<file path="src/rtl/cyclic_ptr_pkg.sv">
// rtl/cyclic_ptr_pkg.sv - cyclic pointer helpers shared by the slot-mask blocks
// Purpose: slot-array geometry plus rotate and trailing-ones helpers used by
//          the retire tracker and the head/tail mask generator.
// Ports:   none (package).
package cyclic_ptr_pkg;

  localparam int LOG_WIDTH = 3;
  localparam int WIDTH     = 1 << LOG_WIDTH;

  typedef logic [WIDTH-1:0]     slot_mask_t;
  typedef logic [LOG_WIDTH-1:0] slot_idx_t;
  typedef logic [LOG_WIDTH:0]   slot_cnt_t;

  // Rotate right by sh: bit sh of v lands in bit 0.
  function automatic slot_mask_t rot_r(input slot_mask_t v, input slot_idx_t sh);
    return (v >> sh) | (v << (WIDTH - int'(sh)));
  endfunction

  // Rotate left by sh: bit 0 of v lands in bit sh.
  function automatic slot_mask_t rot_l(input slot_mask_t v, input slot_idx_t sh);
    return (v << sh) | (v >> (WIDTH - int'(sh)));
  endfunction

  // Mask with the n lowest bits set (n in 0..WIDTH).
  function automatic slot_mask_t low_ones(input slot_cnt_t n);
    slot_mask_t m;
    m = '0;
    for (int i = 0; i < WIDTH; i++) begin
      m[i] = (i < int'(n));
    end
    return m;
  endfunction

  // Number of consecutive ones starting at bit 0 (0..WIDTH).
  function automatic slot_cnt_t trailing_ones(input slot_mask_t v);
    slot_cnt_t n;
    logic      run;
    n   = '0;
    run = 1'b1;
    for (int i = 0; i < WIDTH; i++) begin
      run = run & v[i];
      if (run) n = n + slot_cnt_t'(1);
    end
    return n;
  endfunction

endpackage

</file>
<file path="src/rtl/cyclic_retire_tracker_if.sv">
// rtl/cyclic_retire_tracker_if.sv - alloc/done/retire/status bundle of the retire tracker
// Purpose: groups the tracker's request and status signals.
// Ports:   master drives flush, alloc_valid, done_valid, done_idx and observes
//          alloc_ready, alloc_idx, retire_*, head_idx, tail_idx, occupancy,
//          full, empty; slave is the tracker side.
interface cyclic_retire_tracker_if;
  import cyclic_ptr_pkg::*;

  logic       flush;
  logic       alloc_valid;
  logic       alloc_ready;
  slot_idx_t  alloc_idx;
  logic       done_valid;
  slot_idx_t  done_idx;
  logic       retire_valid;
  slot_cnt_t  retire_count;
  slot_mask_t retire_mask;
  slot_idx_t  head_idx;
  slot_idx_t  tail_idx;
  slot_cnt_t  occupancy;
  logic       full;
  logic       empty;

  modport master (
    output flush, alloc_valid, done_valid, done_idx,
    input  alloc_ready, alloc_idx, retire_valid, retire_count, retire_mask,
           head_idx, tail_idx, occupancy, full, empty
  );

  modport slave (
    input  flush, alloc_valid, done_valid, done_idx,
    output alloc_ready, alloc_idx, retire_valid, retire_count, retire_mask,
           head_idx, tail_idx, occupancy, full, empty
  );

endinterface

</file>
<file path="src/rtl/cyclic_run_finder.sv">
// rtl/cyclic_run_finder.sv - longest ready run starting at head, as count and cyclic mask
// Purpose: combinational; rotates rdy so head sits at bit 0, counts trailing
//          ones, and rotates the resulting run mask back into slot order.
// Ports:   rdy  in  WIDTH        busy&done per slot
//          head in  LOG_WIDTH    oldest busy slot
//          n    out LOG_WIDTH+1  run length (0..WIDTH)
//          run  out WIDTH        cyclic mask of the run
module cyclic_run_finder
  import cyclic_ptr_pkg::*;
(
  input  slot_mask_t rdy,
  input  slot_idx_t  head,
  output slot_cnt_t  n,
  output slot_mask_t run
);

  slot_mask_t rdy_rot;

  always_comb begin
    rdy_rot = rot_r(rdy, head);
    n       = trailing_ones(rdy_rot);
    run     = rot_l(low_ones(n), head);
  end

endmodule

</file>
<file path="src/rtl/cyclic_retire_tracker.sv">
// rtl/cyclic_retire_tracker.sv - in-order retire of out-of-order completed cyclic slots
// Purpose: allocates slots at tail, records per-slot completion, and each
//          cycle retires the contiguous completed run starting at head.
// Ports:   clk  in  clock, all state on rising edge
//          rst  in  synchronous active-high reset
//          bus  slave modport: flush, alloc handshake, done, registered
//               retire pulse, head/tail/occupancy/full/empty status
module cyclic_retire_tracker
  import cyclic_ptr_pkg::*;
(
  input logic                     clk,
  input logic                     rst,
  cyclic_retire_tracker_if.slave  bus
);

  slot_mask_t busy, done;
  slot_mask_t busy_nx, done_nx;
  slot_mask_t rdy, run;
  slot_idx_t  head, tail;
  slot_cnt_t  occupancy, n;
  logic       full;
  logic       acc;
  logic       done_ok;
  logic       ret_valid;
  slot_cnt_t  ret_count;
  slot_mask_t ret_mask;

  // head==tail is ambiguous, so every flag comes from occupancy.
  assign full    = (occupancy == slot_cnt_t'(WIDTH));
  assign acc     = bus.alloc_valid && !full;
  assign done_ok = bus.done_valid && busy[bus.done_idx];
  assign rdy     = busy & done;

  cyclic_run_finder u_run_finder (
    .rdy  (rdy),
    .head (head),
    .n    (n),
    .run  (run)
  );

  // Done lands before the run clear, so a done on a retiring slot vanishes
  // with it. The alloc slot is never busy (or full blocks the alloc), so it
  // cannot collide with the done or the run.
  always_comb begin
    busy_nx = busy & ~run;
    done_nx = done;
    if (done_ok) done_nx[bus.done_idx] = 1'b1;
    done_nx = done_nx & ~run;
    if (acc) begin
      busy_nx[tail] = 1'b1;
      done_nx[tail] = 1'b0;
    end
  end

  always_ff @(posedge clk) begin
    if (rst || bus.flush) begin
      head      <= '0;
      tail      <= '0;
      occupancy <= '0;
      busy      <= '0;
      done      <= '0;
      ret_valid <= 1'b0;
      ret_count <= '0;
      ret_mask  <= '0;
    end else begin
      busy      <= busy_nx;
      done      <= done_nx;
      head      <= head + n[LOG_WIDTH-1:0];
      if (acc) tail <= tail + slot_idx_t'(1);
      occupancy <= occupancy + slot_cnt_t'(acc) - n;
      ret_valid <= (n != '0);
      ret_count <= n;
      ret_mask  <= run;
    end
  end

  assign bus.alloc_ready  = !full;
  assign bus.alloc_idx    = tail;
  assign bus.retire_valid = ret_valid;
  assign bus.retire_count = ret_count;
  assign bus.retire_mask  = ret_mask;
  assign bus.head_idx     = head;
  assign bus.tail_idx     = tail;
  assign bus.occupancy    = occupancy;
  assign bus.full         = full;
  assign bus.empty        = (occupancy == '0);

endmodule

</file>
<file path="src/flat_wrapper.sv">
// flat-port wrapper written by rule: the top's interface ports become plain ports
module cyclic_retire_tracker_flat import cyclic_ptr_pkg::*;
  (clk, rst, bus_flush, bus_alloc_valid, bus_done_valid, bus_done_idx, bus_alloc_ready, bus_alloc_idx, bus_retire_valid, bus_retire_count, bus_retire_mask, bus_head_idx, bus_tail_idx, bus_occupancy, bus_full, bus_empty);
  cyclic_retire_tracker_if bus_i ();
  input logic clk;
  input logic rst;
  input wire logic [$bits(bus_i.flush)-1:0] bus_flush;
  input wire logic [$bits(bus_i.alloc_valid)-1:0] bus_alloc_valid;
  input wire logic [$bits(bus_i.done_valid)-1:0] bus_done_valid;
  input wire logic [$bits(bus_i.done_idx)-1:0] bus_done_idx;
  output wire logic [$bits(bus_i.alloc_ready)-1:0] bus_alloc_ready;
  output wire logic [$bits(bus_i.alloc_idx)-1:0] bus_alloc_idx;
  output wire logic [$bits(bus_i.retire_valid)-1:0] bus_retire_valid;
  output wire logic [$bits(bus_i.retire_count)-1:0] bus_retire_count;
  output wire logic [$bits(bus_i.retire_mask)-1:0] bus_retire_mask;
  output wire logic [$bits(bus_i.head_idx)-1:0] bus_head_idx;
  output wire logic [$bits(bus_i.tail_idx)-1:0] bus_tail_idx;
  output wire logic [$bits(bus_i.occupancy)-1:0] bus_occupancy;
  output wire logic [$bits(bus_i.full)-1:0] bus_full;
  output wire logic [$bits(bus_i.empty)-1:0] bus_empty;
  assign bus_i.flush = bus_flush;
  assign bus_i.alloc_valid = bus_alloc_valid;
  assign bus_i.done_valid = bus_done_valid;
  assign bus_i.done_idx = bus_done_idx;
  assign bus_alloc_ready = bus_i.alloc_ready;
  assign bus_alloc_idx = bus_i.alloc_idx;
  assign bus_retire_valid = bus_i.retire_valid;
  assign bus_retire_count = bus_i.retire_count;
  assign bus_retire_mask = bus_i.retire_mask;
  assign bus_head_idx = bus_i.head_idx;
  assign bus_tail_idx = bus_i.tail_idx;
  assign bus_occupancy = bus_i.occupancy;
  assign bus_full = bus_i.full;
  assign bus_empty = bus_i.empty;
  cyclic_retire_tracker u_core (.clk(clk), .rst(rst), .bus(bus_i));
endmodule
</file>
<file path="config.mk">
export PLATFORM = sky130hd
export DESIGN_NAME = cyclic_retire_tracker_flat
export DESIGN_NICKNAME = d
export VERILOG_FILES = /design/src/rtl/cyclic_ptr_pkg.sv /design/src/rtl/cyclic_retire_tracker_if.sv /design/src/rtl/cyclic_run_finder.sv /design/src/rtl/cyclic_retire_tracker.sv /design/src/flat_wrapper.sv
export SDC_FILE = /design/constraint.sdc
export NUM_CORES = 1
export LEC_CHECK = 0
export ABC_AREA = 0
export CAP_MARGIN = 20
export CORE_UTILIZATION = 35
export DETAILED_ROUTE_END_ITERATION = 8
export MAX_ROUTING_LAYER = met4
export SLEW_MARGIN = 30
export SYNTH_ARGS = -nofsm -noshare
export SYNTH_HDL_FRONTEND = slang
export SYNTH_SLANG_ARGS = --single-unit
export TNS_END_PERCENT = 1
</file>
<file path="constraint.sdc">
create_clock -name clk -period 7.94 [get_ports clk]
set_clock_uncertainty 0.2 [all_clocks]
set_input_delay 2.382 -clock clk [delete_from_list [all_inputs] [get_ports clk]]
set_output_delay 2.382 -clock clk [all_outputs]
set_load 0.03 [all_outputs]
</file>
## Word-level counts from Yosys, hierarchy flattened

Cells that the tools add are included.
Widths: inputs -> output; s select.

- Bits in registers: 39
- Latch bits: 0
- RAM bits: 0
- ROM bits: 0
- Bits of input ports: 8
- Output and inout bits: 29
- Logic and storage cells: 79
- Memories: 0

- Add/subtract/negate cells: 12
- $mul: 0
- Divide/modulo/power cells: 0
- $lt $le $gt $ge: 12
- Equality and inequality tests: 1
- Shift operators: 4
- Muxes and demuxes: 17
- Bitwise operators: 17
- Reductions and logical operators: 8

Operator list:

| kind | count |
|---|---|
| $and 8x8->8 | 4 |
| $or 8x8->8 | 4 |
| $shl 8x32->8 | 1 |
| $shr 8x32->8 | 1 |
| $add 4x1->4 const B | 6 |
| $mux 4 | 6 |
| $mux 8 | 3 |
| $lt 3x4->1 const A | 4 |
| $not 8->8 | 2 |
| $lt 1x4->1 const A | 2 |
| $lt 2x4->1 const A | 2 |
| $lt 3x4->1 const B | 2 |
| $shl 8x3->8 | 1 |
| $shr 8x3->8 | 1 |
| $and 1x1->1 | 7 |
| $demux 1 s3 | 2 |
| $ge 3x1->1 const B | 2 |
| $sub 4x3->5 const A | 1 |
| $add 4x1->4 | 1 |
| $eq 4x4->1 const B | 1 |
| $logic_and 1x1->1 | 4 |
| $logic_not 4->1 | 1 |
| $mux 1 | 4 |
| $reduce_bool 4->1 | 1 |
| 8 further kinds | 8 |

## Longest topological paths before layout

Gate-level depths: netlist of the first run.

- Word-level depth: 25
- Mapped depth: 34

## By module

A second synthesis of the first run with hierarchy kept.

- Cell total of the unflattened synthesis: 391
- Area total of the unflattened synthesis: 3241.9 um^2

Modules (own cells, without submodules):

| module | instances | cells each | area each (um^2) | sequential area each (um^2) |
|---|---|---|---|---|
| cyclic_retire_tracker | 1 | 178 | 1735.4 | 780.7 |
| cyclic_run_finder | 1 | 213 | 1506.4 | 0.0 |

## Least setup slack after synthesis of the first run

OpenSTA, ideal clock, no wires.

- Kind: register to register
- Start: register u_core.head[1] (netlist: u_core.bus.head_idx[1])
- End: register u_core.occupancy[3] (netlist: u_core.bus.occupancy[3])
- Arrival time: 7.045 ns
- Path slack: 0.568 ns
- Stages on the path, launching flop included: 33
- Buffers on the path: 4
- Cells stage by stage: dfxtp_1 clkbuf_1 inv_1 clkbuf_1 ha_1 clkbuf_2 nand2b_1 o21a_1 o32a_1 a22oi_4 buf_2 ha_1 inv_1 a21boi_0 ha_1 inv_1 nor2_1 o31a_1 ha_1 mux2_2 ha_1 inv_1 o41ai_1 or4_4 a31o_1 a21oi_1 ha_1 ha_1 a21o_1 a21oi_1 xnor2_1 xnor2_1 nor2_1

- Word-level cells in the longest chain between the ends: 19
- Elaborated cells between the ends (all ways): 27
- Classes of those cells: 9 x add/sub; 2 x shift; 8 x mux; 8 x bitwise

RTL lines:

| element | line | text |
|---|---|---|
| start, declared | cyclic_retire_tracker.sv:19 | `slot_idx_t head, tail;` |
| start signal, assigned | cyclic_retire_tracker.sv:68 | `head <= head + n[LOG_WIDTH-1:0];` |
| $sub 4x3->5 | cyclic_ptr_pkg.sv:16 | `return (v >> sh) \| (v << (WIDTH - int'(sh)));` |
| $shl 8x32->8 | cyclic_ptr_pkg.sv:16 |  |
| $or 8x8->8 (*) | cyclic_ptr_pkg.sv:16 |  |
| $mux 1 | cyclic_ptr_pkg.sv:42 | `if (run) n = n + slot_cnt_t'(1);` |
| $add 1x1->2 | cyclic_ptr_pkg.sv:42 |  |
| $mux 2 | cyclic_ptr_pkg.sv:42 |  |
| $add 4x1->4 | cyclic_ptr_pkg.sv:42 |  |
| $mux 4 | cyclic_ptr_pkg.sv:42 |  |
| [... 3 more ...] | -- |  |
| $mux 4 | cyclic_ptr_pkg.sv:42 |  |
| $add 4x1->4 | cyclic_ptr_pkg.sv:42 |  |
| $mux 4 | cyclic_ptr_pkg.sv:42 |  |
| $add 4x1->4 | cyclic_ptr_pkg.sv:42 |  |
| $mux 4 | cyclic_ptr_pkg.sv:42 |  |
| $add 4x1->4 | cyclic_ptr_pkg.sv:42 |  |
| $mux 4 (*) | cyclic_ptr_pkg.sv:42 |  |
| $sub 4x4->4 (*) | cyclic_retire_tracker.sv:70 | `occupancy <= occupancy + slot_cnt_t'(acc) - n;` |
| end signal, assigned | cyclic_retire_tracker.sv:70 |  |
| end, declared | cyclic_retire_tracker.sv:20 | `slot_cnt_t occupancy, n;` |

Every way passes the cells marked *; elsewhere a longest branch is shown, timed or not.
A chain may end at the register's enable or synchronous reset.

## Worst setup path after layout of the first run

Same ends and word-level chain as after synthesis.

==> results of run 1 <==
## path summary, 6_finish.rpt
| path | start | endpoint | slack, ps |
|---|---|---|---|
| worst min register to register | u_core.bus.alloc_idx[0] | u_core.bus.alloc_idx[0] | 340 |
| worst max register to register | u_core.bus.head_idx[1] | u_core.bus.occupancy[3] | 460 |
| worst min-delay path | u_core.bus.alloc_idx[0] | u_core.bus.alloc_idx[0] | 340 |
| worst max-delay path | u_core.bus.head_idx[1] | u_core.bus.occupancy[3] | 460 |
## where the power goes
group	switching, mW	total (mW)	internal (mW)
combinational	0.0150	0.0266	0.0117
sequential	0.00191	0.199	0.197
clock	0.0723	0.134	0.0615
## registers in the layout (all words and copies together) (netlist names)
register	count
u_core.bus.occupancy	4
u_core.busy	8
u_core.bus.retire_valid	1
u_core.done	8
u_core.bus.head_idx	3
u_core.bus.retire_mask	8
u_core.bus.retire_count	4
u_core.bus.alloc_idx	3
## through the flow
stage	utilization, %	cell area, sq um	setup WS (ps)	hold slack, ps
2_1_floorplan	-	3740	568	278
3_3_place_gp	40.4	4170	711	322
3_5_place_dp	40.4	4170	561	337
4_1_cts	41.2	4260	515	351
5_1_grt	41.2	4260	8.21	386
6_report	41.2	4260	459	345
## cell usage after synthesis (5+ instances only)
cell type / count / area (sq um)
nand4_1: 8 / 50.1
nor2b_1: 5 / 31.3
a31o_2: 5 / 43.8
a21o_1: 5 / 37.5
xnor2_1: 5 / 43.8
o21ai_0: 19 / 95.1
nor3_1: 15 / 75.1
o211ai_1: 6 / 45.0
nand3_1: 14 / 70.1
nand2b_1: 9 / 56.3
ha_1: 14 / 175
nor4_1: 8 / 50.1
nor2_1: 39 / 146
a31oi_1: 10 / 62.6
and2_1: 11 / 68.8
o21a_1: 5 / 37.5
a211oi_1: 8 / 60.1
and3_1: 8 / 50.1
dfxtp_1: 39 / 781
mux4_2: 8 / 180
nand2_1: 29 / 109
clkbuf_1: 15 / 56.3
buf_2: 5 / 25.0
inv_1: 17 / 63.8
a21oi_1: 19 / 95.1
## layout make-up
| cell class | count | area, sq um | area share [%] |
|---|---|---|---|
| Multi-Input combinational cell | 364 | 2710 | 63.7 |
| Clock buffer | 6 | 72.6 | 1.71 |
| Sequential cell | 39 | 781 | 18.3 |
| Tap cell | 136 | 170 | 4.00 |
| Inverter | 20 | 80.1 | 1.88 |
| Clock inverter | 2 | 12.5 | 0.294 |
| Timing Repair Buffer | 45 | 428 | 10.1 |
## routing by layer
metal	global-route usage, %	vias up	wire, microns
li1	-	1787	-
met1	28.0	1764	5200
met2	33.2	153	5150
met3	2.41	34	603
met4	8.85	0	346
met5	-	-	0
## cells by family (layout without fill, tap and decap cells)
logic type,after synthesis,count (layout),synth area share [%]
multiplexers,16,16,7.43
adder cells (fa/ha/maj),19,19,6.56
AND/OR/NAND/NOR,182,182,27.4
XOR/XNOR,10,10,2.54
flip-flops,39,39,20.9
buffers and inverters,50,73,6.56
AO/OA/AOI/OAI,137,137,28.6
## worst reg2reg max path: cells and delay by family (launching register included)
family                   cells  cell delay [ps]
AO/OA/AOI/OAI                7             1470
XOR/XNOR                     2              280
adder cells (fa/ha/maj)      7             2190
buffers and inverters        6              600
flip-flops                   1              330
multiplexers                 2              780
AND/OR/NAND/NOR              7             1490
==> impl_metrics.ini, run 1 <==
[outcome]
status = completed

[clock_tree]
hold_buffers = 0
htreeDepth = 2
post-cts-setup-buffers = 0
cts_resized = 0
clock-sinks = 39
clk_latency_ps = 290
cts_buffers = 5
ctsRootBufferMaster = clkbuf_8
ctsLongestPathBuffers = 2
tritoncts = done
path_clk_slew_ps = 80

[timing]
setup-tns-final_ps = 0
hold_violations = 0
slew_viol_final = 0
worst_slew_pin_slew_ps = 779
relSlewSlack_pct = 47.5
setup_viol = 0
fmax_ghz = 0.134
grt_setup_unrepaired = no
fin_crit_ps = 7480
post-route-period-util_pct = 94.2

[final_layout]
drive_gt1_share_pct = 12.6
layout_common_cells = 39 x nor2_1, 39 x dfxtp_1, 36 x clkdlybuf4s50_1
nNetsFinal = 499
area_growth_pct = 13.9
instances_no_fill = 612
diodes = 0
nFillCells = 1038

[yosys]
async_flop_share_pct = 0
synth-edff-count = 0
yosysWarnings = 0
ys_types = 91
synth-seq-cells = 39
synth_area_sq_um = 3740
ys.flop_type = dfxtp_1
syn_avg_cell_area_sq_um = 8.25
ys_seq_area_share_pct = 20.9
syn_nets = 477
syn_inst = 453

[floorplanning]
die-height_microns = 105
io_pins = 37
die-area_sq_um = 11100
core_sq_um = 10300
start_util_pct = 36.2
num_rows = 37
chipWidth_microns = 105

[placement]
placedCellCount = 604
dp_hpwl_mm = 8.72
gp_congestion = 0.922
io_buffer_count = 36

[setup_path]
crit_slowest_cell = nor4bb_1
cp.buffers_inverters = 6
max_stage_delay_ps = 550
path_max_fanout = 11
path_delay_family = adder cells
ff2ff_path_depth = 31
cp.arrival_ps = 7450
path_class = register to register
path_depth = 31
path_common_cell = ha_1
required_ps = 7910
end_kind = register
startpoint_type = register

[run]
maxCapViolCount = 0

[global_routing]
grt_pass1_wl_mm = 18.5
grt_max_degree = 47
antenna_found_initial = 0
grt_pass1_vias = 3614
grt.total_usage_pct = 21.3
overflow = 0

[power]
ir_drop_mv = 0.0937
total_power_mw = 0.359
p_leak_nw = 1.45
power_density_nw_per_um2 = 84.4

[detailed_routing]
drcViolationCount = 0
route.vias.total = 3738
dr.pass1.iters = 5
wl_mm = 11.3
viasPerCell = 6.11
ant_nets = 0
wl_per_cell_microns = 18.5
drt_iter0_drc = 363

[hold_path]
hold_path_class = register to register
min_path_cells = 2
(Power assumes the default switching activity.)
==> run 2: changes to the inputs <==
- TNS_END_PERCENT: 1 -> default
==> results of run 2 <==
No change in the layout: final DEF, timing and power equal those of run 1.
